### src/rtl/axis_pkg.sv
// Shared AXI4-Stream constants and sizing helpers for the stream/DMA path.
package axis_pkg;

    localparam int AXIS_DATA_W    = 32;
    localparam int AXIS_PKT_WORDS = 32;

    // Width needed to hold a count from 0 up to and including depth.
    function automatic int cnt_w(input int depth);
        return $clog2(depth) + 1;
    endfunction

endpackage

### src/rtl/axis_pkt_fifo_if.sv
// Stream-side signals of the packet FIFO: upstream s_* and downstream m_* channels.
interface axis_pkt_fifo_if
    import axis_pkg::*;
#(
    parameter int DATA_W = AXIS_DATA_W
);

    logic [DATA_W-1:0] s_data;
    logic              s_valid;
    logic              s_tlast;
    logic              s_ready;
    logic [DATA_W-1:0] m_data;
    logic              m_valid;
    logic              m_tlast;
    logic              m_ready;

    // slave is the FIFO's own view; master is the surrounding source/sink.
    modport slave (
        input  s_data, s_valid, s_tlast, m_ready,
        output s_ready, m_data, m_valid, m_tlast
    );

    modport master (
        output s_data, s_valid, s_tlast, m_ready,
        input  s_ready, m_data, m_valid, m_tlast
    );

endinterface

### src/rtl/axis_fifo_mem.sv
// Simple dual-port storage array: synchronous write, asynchronous read.
module axis_fifo_mem #(
    parameter int WIDTH = 33,
    parameter int DEPTH = 32
) (
    input  logic                     clk,
    input  logic                     we,
    input  logic [$clog2(DEPTH)-1:0] waddr,
    input  logic [WIDTH-1:0]         wdata,
    input  logic [$clog2(DEPTH)-1:0] raddr,
    output logic [WIDTH-1:0]         rdata
);

    logic [WIDTH-1:0] mem [DEPTH];

    always_ff @(posedge clk) begin
        if (we) begin
            mem[waddr] <= wdata;
        end
    end

    assign rdata = mem[raddr];

endmodule

### src/rtl/axis_pkt_fifo.sv
// Packet-aware AXIS FIFO between the stream IP and DMA S2MM: optional
// store-and-forward and forced tlast on over-length packets.
module axis_pkt_fifo
    import axis_pkg::*;
#(
    parameter int DATA_W    = AXIS_DATA_W,
    parameter int DEPTH     = 32,
    parameter int MAX_PKT   = AXIS_PKT_WORDS,
    parameter int STORE_FWD = 1
) (
    input  logic                      clk,
    input  logic                      rst,
    axis_pkt_fifo_if.slave            axis,
    input  logic                      flush,
    output logic [cnt_w(DEPTH)-1:0]   level,
    output logic [cnt_w(DEPTH)-1:0]   pkt_cnt,
    output logic                      len_err
);

    localparam int AW = $clog2(DEPTH);
    localparam int CW = cnt_w(DEPTH);
    localparam logic [CW-1:0] FULL_LVL = CW'(DEPTH);
    localparam logic [CW-1:0] LAST_IDX = CW'(MAX_PKT - 1);

    logic [AW-1:0] rd_ptr;
    logic [AW-1:0] wr_ptr;
    logic [CW-1:0] wcnt;
    logic [DATA_W:0] rd_word;
    logic push;
    logic pop;
    logic len_hit;
    logic stl;
    logic m_valid_int;
    logic mem_we;

    assign len_hit = (wcnt == LAST_IDX);
    assign stl     = axis.s_tlast | len_hit;

    // Store-and-forward only exposes data once a whole packet is buffered.
    assign m_valid_int = (STORE_FWD != 0) ? (pkt_cnt != '0) : (level != '0);

    assign axis.s_ready = (level != FULL_LVL);
    assign push         = axis.s_valid & axis.s_ready;
    assign pop          = m_valid_int & axis.m_ready;
    assign mem_we       = push & ~rst & ~flush;

    assign axis.m_valid = m_valid_int;
    assign axis.m_data  = m_valid_int ? rd_word[DATA_W-1:0] : '0;
    assign axis.m_tlast = m_valid_int & rd_word[DATA_W];

    axis_fifo_mem #(
        .WIDTH (DATA_W + 1),
        .DEPTH (DEPTH)
    ) u_mem (
        .clk   (clk),
        .we    (mem_we),
        .waddr (wr_ptr),
        .wdata ({stl, axis.s_data}),
        .raddr (rd_ptr),
        .rdata (rd_word)
    );

    always_ff @(posedge clk) begin
        if (rst || flush) begin
            rd_ptr  <= '0;
            wr_ptr  <= '0;
            level   <= '0;
            pkt_cnt <= '0;
            wcnt    <= '0;
            len_err <= 1'b0;
        end else begin
            if (push) begin
                wr_ptr <= wr_ptr + AW'(1);
                wcnt   <= stl ? '0 : wcnt + CW'(1);
                // Only a length-limit cut counts as an error, not a real tlast.
                if (len_hit && !axis.s_tlast) begin
                    len_err <= 1'b1;
                end
            end
            if (pop) begin
                rd_ptr <= rd_ptr + AW'(1);
            end

            case ({push, pop})
                2'b10:   level <= level + CW'(1);
                2'b01:   level <= level - CW'(1);
                default: level <= level;
            endcase

            case ({push & stl, pop & axis.m_tlast})
                2'b10:   pkt_cnt <= pkt_cnt + CW'(1);
                2'b01:   pkt_cnt <= pkt_cnt - CW'(1);
                default: pkt_cnt <= pkt_cnt;
            endcase
        end
    end

endmodule
### src/flat_wrapper.sv
// flat-port wrapper written by rule: the top's interface ports become plain ports
module axis_pkt_fifo_flat import axis_pkg::*;
#(
    parameter int DATA_W    = AXIS_DATA_W,
    parameter int DEPTH     = 32,
    parameter int MAX_PKT   = AXIS_PKT_WORDS,
    parameter int STORE_FWD = 1
)
  (clk, rst, flush, level, pkt_cnt, len_err, axis_s_data, axis_s_valid, axis_s_tlast, axis_m_ready, axis_s_ready, axis_m_data, axis_m_valid, axis_m_tlast);
  axis_pkt_fifo_if #(.DATA_W(DATA_W)) axis_i ();
  input  logic clk;
  input  logic rst;
  input  logic flush;
  output logic [cnt_w(DEPTH)-1:0] level;
  output logic [cnt_w(DEPTH)-1:0] pkt_cnt;
  output logic len_err;
  input wire logic [$bits(axis_i.s_data)-1:0] axis_s_data;
  input wire logic [$bits(axis_i.s_valid)-1:0] axis_s_valid;
  input wire logic [$bits(axis_i.s_tlast)-1:0] axis_s_tlast;
  input wire logic [$bits(axis_i.m_ready)-1:0] axis_m_ready;
  output wire logic [$bits(axis_i.s_ready)-1:0] axis_s_ready;
  output wire logic [$bits(axis_i.m_data)-1:0] axis_m_data;
  output wire logic [$bits(axis_i.m_valid)-1:0] axis_m_valid;
  output wire logic [$bits(axis_i.m_tlast)-1:0] axis_m_tlast;
  assign axis_i.s_data = axis_s_data;
  assign axis_i.s_valid = axis_s_valid;
  assign axis_i.s_tlast = axis_s_tlast;
  assign axis_i.m_ready = axis_m_ready;
  assign axis_s_ready = axis_i.s_ready;
  assign axis_m_data = axis_i.m_data;
  assign axis_m_valid = axis_i.m_valid;
  assign axis_m_tlast = axis_i.m_tlast;
  axis_pkt_fifo #(.DATA_W(DATA_W), .DEPTH(DEPTH), .MAX_PKT(MAX_PKT), .STORE_FWD(STORE_FWD)) u_core (.clk(clk), .rst(rst), .axis(axis_i), .flush(flush), .level(level), .pkt_cnt(pkt_cnt), .len_err(len_err));
endmodule
### config.mk
export PLATFORM = sky130hd
export DESIGN_NAME = axis_pkt_fifo_flat
export DESIGN_NICKNAME = d
export VERILOG_FILES = /design/src/rtl/axis_pkg.sv /design/src/rtl/axis_pkt_fifo_if.sv /design/src/rtl/axis_fifo_mem.sv /design/src/rtl/axis_pkt_fifo.sv /design/src/flat_wrapper.sv
export SDC_FILE = /design/constraint.sdc
export NUM_CORES = 1
export LEC_CHECK = 0
export BUFFER_PORTS_ARGS = -buffer_cell sky130_fd_sc_hd__buf_2
export CORE_MARGIN = 2
export CORE_UTILIZATION = 60
export CTS_CLUSTER_DIAMETER = 100
export DETAILED_ROUTE_END_ITERATION = 7
export PLACE_DENSITY = 0.77
export SLEW_MARGIN = 20
export SYNTH_ARGS = -nofsm -noshare
export SYNTH_HDL_FRONTEND = slang
export SYNTH_SLANG_ARGS = --single-unit
### constraint.sdc
create_clock -name clk -period 3.85 [get_ports clk]
set_input_delay 0 -clock clk [delete_from_list [all_inputs] [get_ports clk]]
set_output_delay 0 -clock clk [all_outputs]
set_load 0.05 [all_outputs]
# Word-level counts from Yosys, hierarchy flattened

Memories as Yosys holds them, arrays and structs flattened. A register that Yosys moved wholly into a read port is not among the register bits.
Index checks and enable logic that the tools add are counted.

Divide/modulo/power cells: 0
Bitwise operators: 10
Mux-type cells: 8
Shifts and indexed selects: 0
Add/sub/neg operators: 7
Eq/ne operators: 6
Order comparisons: 0
Multipliers: 0
Reductions and logical operators: 7

Operator list:

| kind                                                                | count |
|---|---|
| 32-bit 2-to-1 mux                                                   | 1 |
| 6-bit one-hot mux with 2 select lines                               | 2 |
| 6-bit by 1-bit adder with 6-bit output (second input constant)      | 3 |
| 6-bit by 1-bit subtractor with 6-bit output (second input constant) | 2 |
| 5-bit by 1-bit adder with 5-bit output (second input constant)      | 2 |
| 5-bit 2-to-1 mux                                                    | 2 |
| 1-bit bitwise AND                                                   | 7 |
| 6-bit by 5-bit == test with 1-bit output (second input constant)    | 1 |
| 6-bit 2-to-1 mux                                                    | 1 |
| 6-bit inequality test (second input constant)                       | 1 |
| 6-bit nonzero test                                                  | 1 |
| 2-bit by 1-bit == test with 1-bit output (second input constant)    | 2 |
| 2-bit == test (second input constant)                               | 2 |
| 2-bit nonzero test                                                  | 2 |
| 1-bit 2-to-1 mux                                                    | 2 |
| 1-bit inverter                                                      | 2 |
| 2-bit AND reduction                                                 | 1 |
| 1-bit logical AND                                                   | 1 |
| 1-bit zero test                                                     | 1 |
| 1-bit logical OR                                                    | 1 |
| 1-bit OR                                                            | 1 |

Memories: 1
Bits in latches: 0
Register bits: 29
Bits in writable memories: 1056
Output and inout port bits: 48
Memory bits (read-only): 0

Memory list:

| memory           | words | width | rd ports | clocked after memory_dff | wr ports | line                | RTL |
|---|---|---|---|---|---|---|---|
| u_core.u_mem.mem | 32    | 33    | 1        | 1                        | 1        | axis_fifo_mem.sv:14 | `logic [WIDTH-1:0] mem [DEPTH];` |

# Longest topological paths before layout

Word-level depth: 6
Mapped depth: 15
Gate-level depth less buffers: 13

# Hierarchy

A second synthesis with hierarchy kept.

Cell total of the unflattened synthesis: 2532
Area total of the unflattened synthesis: 43138.9 um2

By module, submodules not included:

| module        | cells an instance | instances | area an instance (um2) | sequential area each (um2) |
|---|---|---|---|---|
| axis_fifo_mem | 2299              | 1         | 41153.2                | 31710.4 |
| axis_pkt_fifo | 233               | 1         | 1985.7                 | 580.6 |

# Worst setup path before layout

Ideal clock, no wire load.

Kind: register to register
Start point: register u_core.wcnt[0]
End point: register u_core.pkt_cnt[5]
Data required time: 3722 ps
Arrival: 3413 ps
Setup time: 128 ps
Cell stages (with the launch flop): 12
Setup slack: 310 ps
Cells stage by stage: dfxtp_1 -> ha_1 -> nand4_1 -> o21bai_1 -> nand2_1 -> ha_1 -> ha_1 -> or4b_1 -> a311o_1 -> o311ai_0 -> xnor2_1 -> nor2_1

Word-level cells in the longest chain between the ends: 5
Elaborated cells between the ends (all ways): 7

Ends and longest elaborated chain:

| element                                                                     | line                | RTL |
|---|---|---|
| from (decl)                                                                 | axis_pkt_fifo.sv:27 | `logic [CW-1:0] wcnt;` |
| from (signal assigned)                                                      | axis_pkt_fifo.sv:74 | `wcnt <= stl ? '0 : wcnt + CW'(1);` |
| 6-bit by 5-bit == test with 1-bit output (*)                                | axis_pkt_fifo.sv:36 | `assign len_hit = (wcnt == LAST_IDX);` |
| 1-bit OR (*)                                                                | axis_pkt_fifo.sv:37 | `assign stl = axis.s_tlast \| len_hit;` |
| net u_core.stl                                                              | axis_pkt_fifo.sv:32 | `logic stl;` |
| 1-bit bitwise AND (*)                                                       | axis_pkt_fifo.sv:90 | `case ({push & stl, pop & axis.m_tlast})` |
| 2-bit by 1-bit == test with 1-bit output or 2-bit == test (tied branches)   | axis_pkt_fifo.sv:90 |  |
| 6-bit one-hot mux with 2 select lines or 2-bit nonzero test (tied branches) | -                   |  |
| to (signal assigned)                                                        | axis_pkt_fifo.sv:91 | `2'b10: pkt_cnt <= pkt_cnt + CW'(1);` |
| to (signal assigned)                                                        | axis_pkt_fifo.sv:92 | `2'b01: pkt_cnt <= pkt_cnt - CW'(1);` |
| to (signal assigned)                                                        | axis_pkt_fifo.sv:93 | `default: pkt_cnt <= pkt_cnt;` |
| to (decl)                                                                   | axis_pkt_fifo.sv:16 | `output logic [cnt_w(DEPTH)-1:0] pkt_cnt,` |

Mark *: on every way through the listed nets, which the timed path passes. The rest lies on a longest branch.
A chain may end at the register's enable or synchronous reset.

==> impl_metrics.yaml <==
drt:
  dr.pass1.iters: 6
  first_iter_violations: 2752
  ant_nets: 0
  drt_wl_total_um: 101000
  drc: 0
  wl_per_cell_um: 32.5
  dr_total_vias: 21400
  vias_per_cell: 6.88
floorplanning:
  core-area_um2: 68800
  pin_count: 86
  die-area_um2: 71800
  initial_core_util_pct: 60.7
  rows: 96
  die_h_um: 268
  dieWidth_um: 268
synth:
  syn_nets: 1944
  synth-main-ff-cell: "edfxtp_1"
  syn_area_um2: 41800
  yosysWarnings: 0
  synth_edf_count: 1056
  synth_cell_types: 48
  seq_area_frac_synth_pct: 77.5
  syn-instance-count: 1888
  ys_ff_latch: 1090
  async_reset_ff_share_pct: 0
  syn_avg_cell_area_um2: 22.1
timing:
  clock.fmax_mhz: 267
  worst_pin_slew_ns: 0.906
  drv_slew: 0
  fin_crit_sh_pct: 97.2
  setup_violations: 0
  skew_ns: 0.0220
  slew-limit-headroom_pct: 39.6
  timing_hold_violations_final: 0
  grt_setup_unrepaired: "no"
  period_needed_ns: 3.74
  fin_tns_setup_ns: 0
global_route:
  track_usage_pct: 28.9
  antenna_found_initial: 1
  grt_first_pass_wirelength_um: 147000
  grt_pass1_vias: 22000
  grt_max_degree: 122
  grt_remaining_overflow: 0
clock_network:
  clock_sinks: 1090
  root_buffer: "clkbuf_16"
  cts_tree: "built"
  postCtsSetupRepairBufs: 0
  cts_buffers: 100
  clk_pin_slew_ns: 0.06
  clock_path_buffers: 3
  cts_max_level: 3
  clock_latency_ns: 0.66
cells_and_area:
  layout-drive-gt1-share_pct: 28.3
  instances_no_fill: 3110
  fillers: 3860
  n_antenna_cell: 0
  area_delta_synth_final_pct: 14.1
  nNetsFinal: 2152
placement:
  place_inst: 2885
  dpl.hpwl_um: 53200
  port_buffers: 85
  gp_congestion: 0.844
worst_setup_path:
  critPathArrivalTime_ns: 3.74
  worstPathRequired_ns: 3.85
  cp_max_fo: 32
  end_kind: "output pin"
  r2r_cells: 12
  r2r_setup_slack_ns: 0.21
  reg2reg_to: "u_core.pkt_cnt[4]"
  critical_path_class: "register to output pin"
  crit_path_start_kind: "register"
power_and_ir_drop:
  ir_worst_vdd_mv: 0.451
  leakagePower_uw: 0.0146
  power_density_nw_per_um2: 492
flow_run:
  cap_violations: 0
worst_hold_path:
  whs_path_depth: 2
  hp-class: "input port to register"
  min_from: "axis_s_data[1]"
  hold_end: "u_core.u_mem.mem[27][1]"
status:
  status: "finished, final reports clean"
-- metrics by stage --
stage / total power, µW / worst slack, ns / area [µm²] / utilization [%] / hold slack (ns)
after floorplan: 13500 / 0.310 / 41800 / - / 0.0989
after global placement: 13700 / 0.390 / 44000 / 63.9 / 0.383
after detailed placement: 13700 / 0.302 / 44000 / 63.9 / 0.404
after CTS: 23500 / 0.0928 / 47700 / 69.3 / 0.361
after global routing: 24000 / 0.00356 / 47700 / 69.3 / 0.419
final: 23500 / 0.108 / 47700 / 69.3 / 0.388
-- cells by family after synthesis --
logic type | share of synthesized area (%)
compound gates | 3.26
xor+xnor | 0.398
fa+ha+maj | 0.575
buf+inv | 1.47
flops | 77.5
mux | 15.2
simple gates | 1.64
-- critical path, stage by stage, from the launching register on --
cell and delay (ns):
dfxtp_4 0.41, buf_4 0.58, buf_6 0.48, mux4_2 0.32, o22ai_1 0.09, a211o_1 0.35, a31oi_1 0.45, buf_2 0.37
-- layout make-up --
class | instances | area, µm² | area share, %
inverters | 13 | 48.8 | 0.102
flip-flops and latches | 1090 | 32400 | 67.9
clock buffers | 132 | 2740 | 5.74
well taps | 931 | 1160 | 2.44
repair buffers | 210 | 1740 | 3.64
multi-input cells | 681 | 9070 | 19.0
clock inverters | 53 | 544 | 1.14
-- cell usage in the layout, fill, tap and decap left out, types with 22 or more instances in the layout --
master,Yosys,layout
a211o_1,33,33
a22oi_1,65,65
a31oi_1,34,34
buf_2,31,85
buf_4,24,59
clkbuf_1,41,25
clkbuf_16,0,104
clkinv_1,0,22
dfxtp_1,34,30
dlygate4sd3_1,0,40
edfxtp_1,1056,1056
mux2i_1,49,49
mux4_2,260,260
nand2_1,23,23
nor2_1,70,37
nor2_4,0,33
o22ai_1,32,32
-- power by group --
group / switching (µW) / internal (µW) / leakage [µW]
registers: 9.68 / 13000 / 0.00977
clock network: 4220 / 5740 / 0.00160
logic: 354 / 139 / 0.00323
total: 4590 / 18900 / 0.0146
-- cell usage after synthesis (11+ instances only) --
cell      count  share of area [%]
mux2i_1      49                1.2
nand2_1      23               0.21
dfxtp_1      34                1.6
a22oi_1      65                1.2
a211o_1      33               0.69
o22ai_1      32               0.48
buf_4        24               0.43
nor2_1       70               0.63
inv_1        13               0.12
clkbuf_1     41               0.37
mux4_2      260                 14
edfxtp_1   1056                 76
ha_1         16               0.48
a31oi_1      34               0.51
xor2_1       12               0.25
buf_2        31               0.37
a21oi_1      11               0.13
-- state kept, by name, summed over array words and instances, names as in the netlist, named ones only --
signal / cells
u_core.u_mem.mem: 1056
u_core.pkt_cnt: 6
u_core.rd_ptr: 5
u_core.wcnt: 6
u_core.wr_ptr: 5
u_core.level: 6
u_core.len_err: 1
-- routing by layer --
| metal | global-route usage (%) | part of all wire (%) | vias up |
|---|---|---|---|
| met5 | 0 | 0 | - |
| met1 | 39.3 | 36 | 11100 |
| li1 | - | - | 8421 |
| met4 | 11.2 | 3.7 | 0 |
| met2 | 47.6 | 50 | 1590 |
| met3 | 5.29 | 11 | 252 |
-- worst max path at each step --
stage                        start                end  slack (ns)  cells after the start
floorplan           u_core.wcnt[0]  u_core.pkt_cnt[5]        0.31                     11
global placement          register  u_core.pkt_cnt[4]        0.39                     13
detailed placement        register  u_core.pkt_cnt[4]        0.30                     13
CTS                       register     axis_m_data[4]        0.09                      7
global route              register    axis_m_data[19]       0.004                      7
finish                    register    axis_m_data[15]        0.11                      7
-- repair_timing --
action | CTS | global route
hold endpoints to repair | 1052 | 0
setup endpoints to repair | 20 | 0
hold buffers | 40 | 0
resized for setup | 6 | 0
(Power assumes the default switching activity.)
